`src/rtl/servo_angle_ctrl.sv`:
```
// Angle command to servo pulse-width converter: shift-add multiply, restoring divide by 180,
// then a per-frame bounded slew of duty_cycle toward the computed target.
module servo_angle_ctrl #(
    parameter int unsigned PERIOD_CYCLES = 500000,
    parameter int unsigned MIN_PULSE     = 12500,
    parameter int unsigned MAX_PULSE     = 62500,
    parameter int unsigned SLEW_STEP     = 250
) (
    input  logic        clk,
    input  logic        rst_n,
    input  logic        cmd_valid,
    input  logic [7:0]  cmd_angle,
    output logic        cmd_ready,
    output logic        cmd_err,
    output logic [31:0] duty_cycle,
    output logic [31:0] period,
    output logic        at_target,
    output logic        frame_tick
);
    localparam logic [31:0] SPAN     = 32'(MAX_PULSE - MIN_PULSE);
    localparam logic [31:0] CENTER   = 32'((MIN_PULSE + MAX_PULSE) / 2);
    localparam logic [31:0] MIN_P    = 32'(MIN_PULSE);
    localparam logic [31:0] STEP     = 32'(SLEW_STEP);
    localparam logic [31:0] LAST_CNT = 32'(PERIOD_CYCLES - 1);

    typedef enum logic [1:0] {IDLE, MUL, DIV, LOAD} state_e;

    state_e      state_q;
    logic [4:0]  step_q;
    logic [7:0]  mplier_q;
    logic [31:0] mcand_q;
    logic [31:0] acc_q;
    logic [7:0]  rem_q;
    logic [31:0] target_q;
    logic [31:0] duty_q;
    logic [31:0] cnt_q;
    logic        ready_q;
    logic        err_q;
    logic        at_target_q;
    logic        tick_q;

    logic [7:0]  angle_clamped;
    logic [8:0]  rem_shift;
    logic        rem_ge;
    logic [7:0]  rem_d;
    logic [31:0] diff;
    logic [31:0] duty_d;

    assign angle_clamped = (cmd_angle > 8'd180) ? 8'd180 : cmd_angle;

    // Restoring divide step: acc_q shifts out dividend bits at the top and collects quotient bits at the bottom.
    always_comb begin
        rem_shift = {rem_q, acc_q[31]};
        rem_ge    = (rem_shift >= 9'd180);
        rem_d     = rem_ge ? 8'(rem_shift - 9'd180) : rem_shift[7:0];
    end

    always_comb begin
        diff   = '0;
        duty_d = duty_q;
        if (duty_q < target_q) begin
            diff   = target_q - duty_q;
            duty_d = ((STEP == '0) || (diff <= STEP)) ? target_q : duty_q + STEP;
        end else if (duty_q > target_q) begin
            diff   = duty_q - target_q;
            duty_d = ((STEP == '0) || (diff <= STEP)) ? target_q : duty_q - STEP;
        end
    end

    // Handshake: a command transfers on a rising edge with cmd_valid && cmd_ready; cmd_ready stays low
    // until the new target is loaded, so the sender must hold cmd_valid/cmd_angle while ready is low.
    always_ff @(posedge clk or negedge rst_n) begin
        if (!rst_n) begin
            state_q  <= IDLE;
            step_q   <= '0;
            mplier_q <= '0;
            mcand_q  <= '0;
            acc_q    <= '0;
            rem_q    <= '0;
            target_q <= CENTER;
            ready_q  <= 1'b1;
            err_q    <= 1'b0;
        end else begin
            err_q <= 1'b0;
            case (state_q)
                IDLE: begin
                    if (cmd_valid && ready_q) begin
                        mplier_q <= angle_clamped;
                        mcand_q  <= SPAN;
                        acc_q    <= '0;
                        step_q   <= '0;
                        err_q    <= (cmd_angle > 8'd180);
                        ready_q  <= 1'b0;
                        state_q  <= MUL;
                    end
                end
                MUL: begin
                    if (mplier_q[0]) acc_q <= acc_q + mcand_q;
                    mcand_q  <= mcand_q << 1;
                    mplier_q <= mplier_q >> 1;
                    step_q   <= step_q + 5'd1;
                    if (step_q == 5'd7) begin
                        step_q  <= '0;
                        rem_q   <= '0;
                        state_q <= DIV;
                    end
                end
                DIV: begin
                    acc_q  <= {acc_q[30:0], rem_ge};
                    rem_q  <= rem_d;
                    step_q <= step_q + 5'd1;
                    if (step_q == 5'd31) state_q <= LOAD;
                end
                LOAD: begin
                    target_q <= MIN_P + acc_q;
                    ready_q  <= 1'b1;
                    state_q  <= IDLE;
                end
                default: state_q <= IDLE;
            endcase
        end
    end

    // duty_q moves only when tick_q is high, and reads the target as it stood before this edge.
    always_ff @(posedge clk or negedge rst_n) begin
        if (!rst_n) begin
            cnt_q       <= '0;
            tick_q      <= 1'b0;
            duty_q      <= CENTER;
            at_target_q <= 1'b1;
        end else begin
            if (cnt_q == LAST_CNT) begin
                cnt_q  <= '0;
                tick_q <= 1'b1;
            end else begin
                cnt_q  <= cnt_q + 32'd1;
                tick_q <= 1'b0;
            end
            if (tick_q) duty_q <= duty_d;
            at_target_q <= (duty_q == target_q);
        end
    end

    assign cmd_ready  = ready_q;
    assign cmd_err    = err_q;
    assign duty_cycle = duty_q;
    assign period     = 32'(PERIOD_CYCLES);
    assign at_target  = at_target_q;
    assign frame_tick = tick_q;
endmodule
```
`config.mk`:
```
export PLATFORM = sky130hd
export DESIGN_NAME = servo_angle_ctrl
export DESIGN_NICKNAME = d
export VERILOG_FILES = /design/src/rtl/servo_angle_ctrl.sv
export SDC_FILE = /design/constraint.sdc
export NUM_CORES = 1
export LEC_CHECK = 0
export ABC_AREA = 0
export BUFFER_PORTS_ARGS = -buffer_cell sky130_fd_sc_hd__buf_2
export CORE_MARGIN = 10
export CORE_UTILIZATION = 58
export CTS_BUF_LIST = sky130_fd_sc_hd__clkbuf_4
export DETAILED_ROUTE_END_ITERATION = 10
export PLACE_DENSITY = 0.81
export SLEW_MARGIN = 20
export SYNTH_ARGS = -nofsm -noshare
export SYNTH_HDL_FRONTEND = slang
export SYNTH_SLANG_ARGS = --single-unit
```
`constraint.sdc`:
```
create_clock -name clk -period 3.95 [get_ports clk]
set_input_delay 0.1975 -clock clk [delete_from_list [all_inputs] [get_ports clk]]
set_output_delay 0.1975 -clock clk [all_outputs]
set_load 0.01 [all_outputs]
```
==> out/qor.tcl <==
set qor(setup.worst_path.class) {reg2reg}
set qor(tritoncts) {yes}
set qor(grt_use_total_pct) 29.7
set qor(reg2reg_slack_ns) -0.20
set qor(finalNetCount) 2321
set qor(antenna_found_initial) 1
set qor(slew-limit-headroom_pct) 33.5
set qor(detailedRoute.firstIterationViolations) 1802
set qor(synthFlopType) {sky130_fd_sc_hd__dfrtp_1}
set qor(floorplan.initialDensity_pct) 58.7
set qor(ys_seq_area_share_pct) 30.2
set qor(floorplan.die_area_mm2) 0.0331
set qor(preCtsSetupSlack_ns) -0.467
set qor(min_from) {cmd_angle[3]}
set qor(worst-path-buf-inv) 4
set qor(rr_startpoint) {target_q[2]$_DFFE_PN1P_}
set qor(gp_routability_congestion) 0.978
set qor(crit-reg2reg-capture) {duty_cycle[31]$_DFFE_PN0P_}
set qor(wire_length_of_the_first_global_routing_pass_um) 80900
set qor(io_buffer_count) 46
set qor(ys_async_sr_fraction_pct) 100
set qor(die_y_um) 182
set qor(chipWidth_um) 182
set qor(areaGrowthSynthToFinish_pct) 24.2
set qor(final_cell_area_mm2) 0.0189
set qor(status) {complete, but fails checks}
set qor(yosysUniqueCellTypes) 93
set qor(max_stage_delay_ns) 0.65
set qor(worstPathCellList) {ha_4, buf_4, nor2b_4, o31ai_4, nand2_2, a31oi_4, o21ai_1, xor2_1, or4_4, a2111oi_4, buf_4, a41oi_4, buf_12, buf_12, a221oi_1, a31o_2, a21oi_1}
set qor(setup_viol) 32
set qor(hpwl_um) 38200
set qor(first_global_vias) 15100
set qor(postSynthAreaPerCell_um2) 8.00
set qor(final_core_util_pct) 72.9
set qor(slew_violations) 0
set qor(setup_ws_ns) -0.196
set qor(design_power_total_mw) 10.8
set qor(syn_inst) 1901
set qor(io_pins) 79
set qor(worstSetupStartpointType) {flop}
set qor(core_region_area_mm2) 0.0259
set qor(clock_path_buffers) 2
set qor(power_density_mw_per_mm2) 569
set qor(ys_ff_latch) 183
set qor(fin_worst_skew_ns) 0.0445
set qor(min_period_ns) 4.15
set qor(critical_path_required_ns) 4.46
set qor(timing.final.hold_violations) 0
set qor(cell_depth_of_the_worst_setup_path) 17
set qor(final_antenna_net_count) 0
set qor(worst_path_max_delay_cell) {sky130_fd_sc_hd__dfstp_2}
set qor(layout_worst_path_cycle_share_pct) 105
set qor(worst-r2r-cell-count) 17
set qor(synth_area_mm2) 0.0152
set qor(number_of_flops_mapped_to_enable_cells_by_yosys) 0
set qor(pin_count_of_the_biggest_net_entering_global_routing) 116
set qor(number_of_rows_in_the_core_area) 59
set qor(cp_top_family) {compound AO/OA/AOI/OAI gates}
set qor(detail_route.wirelength_um) 50300
set qor(power_leakage_nw) 8.73
set qor(clk_pin_slew_worst_paths_ns) 0.20
set qor(hold_depth) 4
set qor(holdPathEnd) {mplier_q[3]$_DFFE_PN0P_}
set qor(layout-drive-gt1-share_pct) 23.9
set qor(synth-warning-count) 0
set qor(peakVddDrop_uv) 998
set qor(max_freq_ghz) 0.241
set qor(drcViolationCount) 0
set qor(violations_in_the_final_reports) {negative setup slack}
set qor(worstSkewPairLatency_ns) 0.61
set qor(hold_slack_ns) 0.0460
set qor(cp-end-kind) {flop}
set qor(worst_ep_arrival_time_ns) 4.65
set qor(cts_root_buf) {sky130_fd_sc_hd__clkbuf_4}
set qor(placed_area_mm2) 0.0178
set qor(route.detailed.vias_per_inst) 6.20
set qor(grt_setup_unrepaired) {true}
set qor(path_max_fanout) 22
set qor(per_cell_routed_wire_length_um) 19.7
set qor(worst-slew-pin-transition_ns) 0.997
set qor(sinks_on_the_clock_net) 183
set qor(htree_levels) 4
set qor(routed-via-count) 15800
set qor(timing.hold.worst.class) {in2reg}
set qor(cts_made_buffers) 17
set qor(globalRoute.totalOverflow) 0
set qor(cap_viol_max_count) 0
set qor(dr_pass1_iterations) 7
per-layer routing:
layer	global-route usage (%)	wire length (um)
met5	0	0
met4	9.89	1500
met3	2.76	3010
met2	49.6	24200
met1	39.5	21700
cell usage after synthesis, types with 13 or more instances:
| cell type | number | area share [%] |
|---|---|---|
| sky130_fd_sc_hd__a21o_1 | 28 | 1.4 |
| sky130_fd_sc_hd__a21oi_1 | 160 | 5.3 |
| sky130_fd_sc_hd__a22o_1 | 29 | 1.7 |
| sky130_fd_sc_hd__a22oi_1 | 25 | 1.2 |
| sky130_fd_sc_hd__a31oi_1 | 21 | 0.86 |
| sky130_fd_sc_hd__and2_1 | 17 | 0.70 |
| sky130_fd_sc_hd__and3_1 | 36 | 1.5 |
| sky130_fd_sc_hd__buf_2 | 16 | 0.53 |
| sky130_fd_sc_hd__buf_4 | 34 | 1.7 |
| sky130_fd_sc_hd__clkbuf_1 | 64 | 1.6 |
| sky130_fd_sc_hd__dfrtp_1 | 165 | 27 |
| sky130_fd_sc_hd__dfstp_2 | 18 | 3.1 |
| sky130_fd_sc_hd__ha_1 | 103 | 8.5 |
| sky130_fd_sc_hd__inv_1 | 97 | 2.4 |
| sky130_fd_sc_hd__nand2_1 | 193 | 4.8 |
| sky130_fd_sc_hd__nand2b_1 | 16 | 0.66 |
| sky130_fd_sc_hd__nand3_1 | 82 | 2.7 |
| sky130_fd_sc_hd__nand4_1 | 33 | 1.4 |
| sky130_fd_sc_hd__nor2_1 | 158 | 3.9 |
| sky130_fd_sc_hd__nor2b_1 | 19 | 0.78 |
| sky130_fd_sc_hd__nor3_1 | 49 | 1.6 |
| sky130_fd_sc_hd__nor4_1 | 19 | 0.78 |
| sky130_fd_sc_hd__o21a_1 | 17 | 0.84 |
| sky130_fd_sc_hd__o21ai_0 | 138 | 4.5 |
| sky130_fd_sc_hd__o22ai_1 | 13 | 0.53 |
| sky130_fd_sc_hd__or3_1 | 16 | 0.66 |
| sky130_fd_sc_hd__xnor2_1 | 80 | 4.6 |
| sky130_fd_sc_hd__xor2_1 | 45 | 2.6 |
kinds of logic (layout without fill, tap and decap cells):
logic type / after synthesis / in the layout / synth area share, %
buf+inv: 221 / 507 / 6.52
flops: 183 / 183 / 30.2
fa+ha+maj: 106 / 106 / 8.86
mux: 13 / 13 / 0.872
other cells: 2 / 33 / 0.0494
simple gates: 674 / 674 / 21.3
compound gates: 577 / 577 / 24.9
xor+xnor: 125 / 125 / 7.20
repair_timing:
action	4_1_cts	5_1_grt
gates cloned	4	0
endpoints found under the setup margin	32	33
pin swaps	37	27
gates resized for setup	84	36
hold endpoints to repair	104	0
setup buffers	12	5
hold buffers	9	0
sequential cells by signal, summed over array words and instances (netlist names):
register	cells
acc_q	32
cnt_q	32
duty_cycle	32
target_q	32
mcand_q	28
mplier_q	8
rem_q	8
step_q	5
state_q	2
at_target	1
cmd_err	1
cmd_ready	1
frame_tick	1
cell type report:
type / count / area, um^2
multi-input combinational: 1527 / 10300
fill: 2022 / 7010
sequential: 183 / 4600
timing repair buffer: 376 / 2950
tap: 335 / 419
inverter: 99 / 372
clock inverter: 14 / 153
clock buffer: 18 / 135
antenna: 1 / 2.50
worst max-delay path by stage:
stage,startpoint,end,slack [ns]
3_5_place_dp,target_q[0]$_DFFE_PN0P_,duty_cycle[1]$_DFFE_PN0P_,-0.47
3_3_place_gp,duty_cycle[2]$_DFFE_PN1P_,duty_cycle[27]$_DFFE_PN0P_,-0.41
2_1_floorplan,duty_cycle[14]$_DFFE_PN0P_,duty_cycle[11]$_DFFE_PN0P_,-0.02
4_1_cts,target_q[0]$_DFFE_PN0P_,duty_cycle[11]$_DFFE_PN0P_,-0.16
5_1_grt,duty_cycle[5]$_DFFE_PN1P_,duty_cycle[11]$_DFFE_PN0P_,-0.36
6_report,target_q[2]$_DFFE_PN1P_,duty_cycle[31]$_DFFE_PN0P_,-0.20
power by group:
group	total (mW)	switching, mW	internal (mW)	leakage, nW
Sequential	2.82	0.496	2.32	2.36
Combinational	6.88	4.04	2.84	6.22
Clock	1.06	0.765	0.299	0.150
placed cells by master, fill, tap and decap left out, types with 9 or more instances in the layout:
| cell | Yosys | layout |
|---|---|---|
| sky130_fd_sc_hd__buf_4 | 34 | 295 |
| sky130_fd_sc_hd__nand2_1 | 193 | 188 |
| sky130_fd_sc_hd__dfrtp_1 | 165 | 163 |
| sky130_fd_sc_hd__nor2_1 | 158 | 158 |
| sky130_fd_sc_hd__a21oi_1 | 160 | 148 |
| sky130_fd_sc_hd__o21ai_0 | 138 | 122 |
| sky130_fd_sc_hd__ha_1 | 103 | 93 |
| sky130_fd_sc_hd__inv_1 | 97 | 90 |
| sky130_fd_sc_hd__nand3_1 | 82 | 80 |
| sky130_fd_sc_hd__xnor2_1 | 80 | 79 |
| sky130_fd_sc_hd__nor3_1 | 49 | 48 |
| sky130_fd_sc_hd__xor2_1 | 45 | 45 |
| sky130_fd_sc_hd__buf_2 | 16 | 45 |
| sky130_fd_sc_hd__and3_1 | 36 | 34 |
| sky130_fd_sc_hd__nand4_1 | 33 | 33 |
| sky130_fd_sc_hd__conb_1 | 2 | 32 |
| sky130_fd_sc_hd__a22o_1 | 29 | 29 |
| sky130_fd_sc_hd__a21o_1 | 28 | 28 |
| sky130_fd_sc_hd__a31oi_1 | 21 | 20 |
| sky130_fd_sc_hd__a22oi_1 | 25 | 19 |
| sky130_fd_sc_hd__nor2b_1 | 19 | 18 |
| sky130_fd_sc_hd__dfstp_2 | 18 | 18 |
| sky130_fd_sc_hd__clkbuf_4 | 0 | 18 |
| sky130_fd_sc_hd__o21ai_1 | 5 | 17 |
| sky130_fd_sc_hd__or3_1 | 16 | 16 |
| sky130_fd_sc_hd__o21a_1 | 17 | 16 |
| sky130_fd_sc_hd__nand2b_1 | 16 | 16 |
| sky130_fd_sc_hd__nor4_1 | 19 | 14 |
| sky130_fd_sc_hd__and2_1 | 17 | 14 |
| sky130_fd_sc_hd__buf_6 | 2 | 14 |
| sky130_fd_sc_hd__o22ai_1 | 13 | 13 |
| sky130_fd_sc_hd__or2_2 | 11 | 11 |
| sky130_fd_sc_hd__o211ai_1 | 11 | 11 |
| sky130_fd_sc_hd__a21oi_2 | 0 | 10 |
| sky130_fd_sc_hd__mux2i_1 | 11 | 10 |
| sky130_fd_sc_hd__a222oi_1 | 10 | 10 |
| sky130_fd_sc_hd__a221o_1 | 10 | 10 |
| sky130_fd_sc_hd__dlygate4sd3_1 | 0 | 9 |
per-stage QoR:
stage / setup TNS, ns / instances
after floorplan: -0.0208 / 1931
after global placement: -8.94 / 2492
after detailed placement: -11.15 / 2492
after CTS: -2.68 / 2548
after global routing: -9.80 / 2553
final: -3.65 / 2553
tightest hold or removal path: stages:
cell,delay (ns)
sky130_fd_sc_hd__buf_2,0.10
sky130_fd_sc_hd__and3_1,0.16
sky130_fd_sc_hd__a21oi_1,0.04
sky130_fd_sc_hd__o21ai_0,0.13
(Power assumes the default switching activity.)
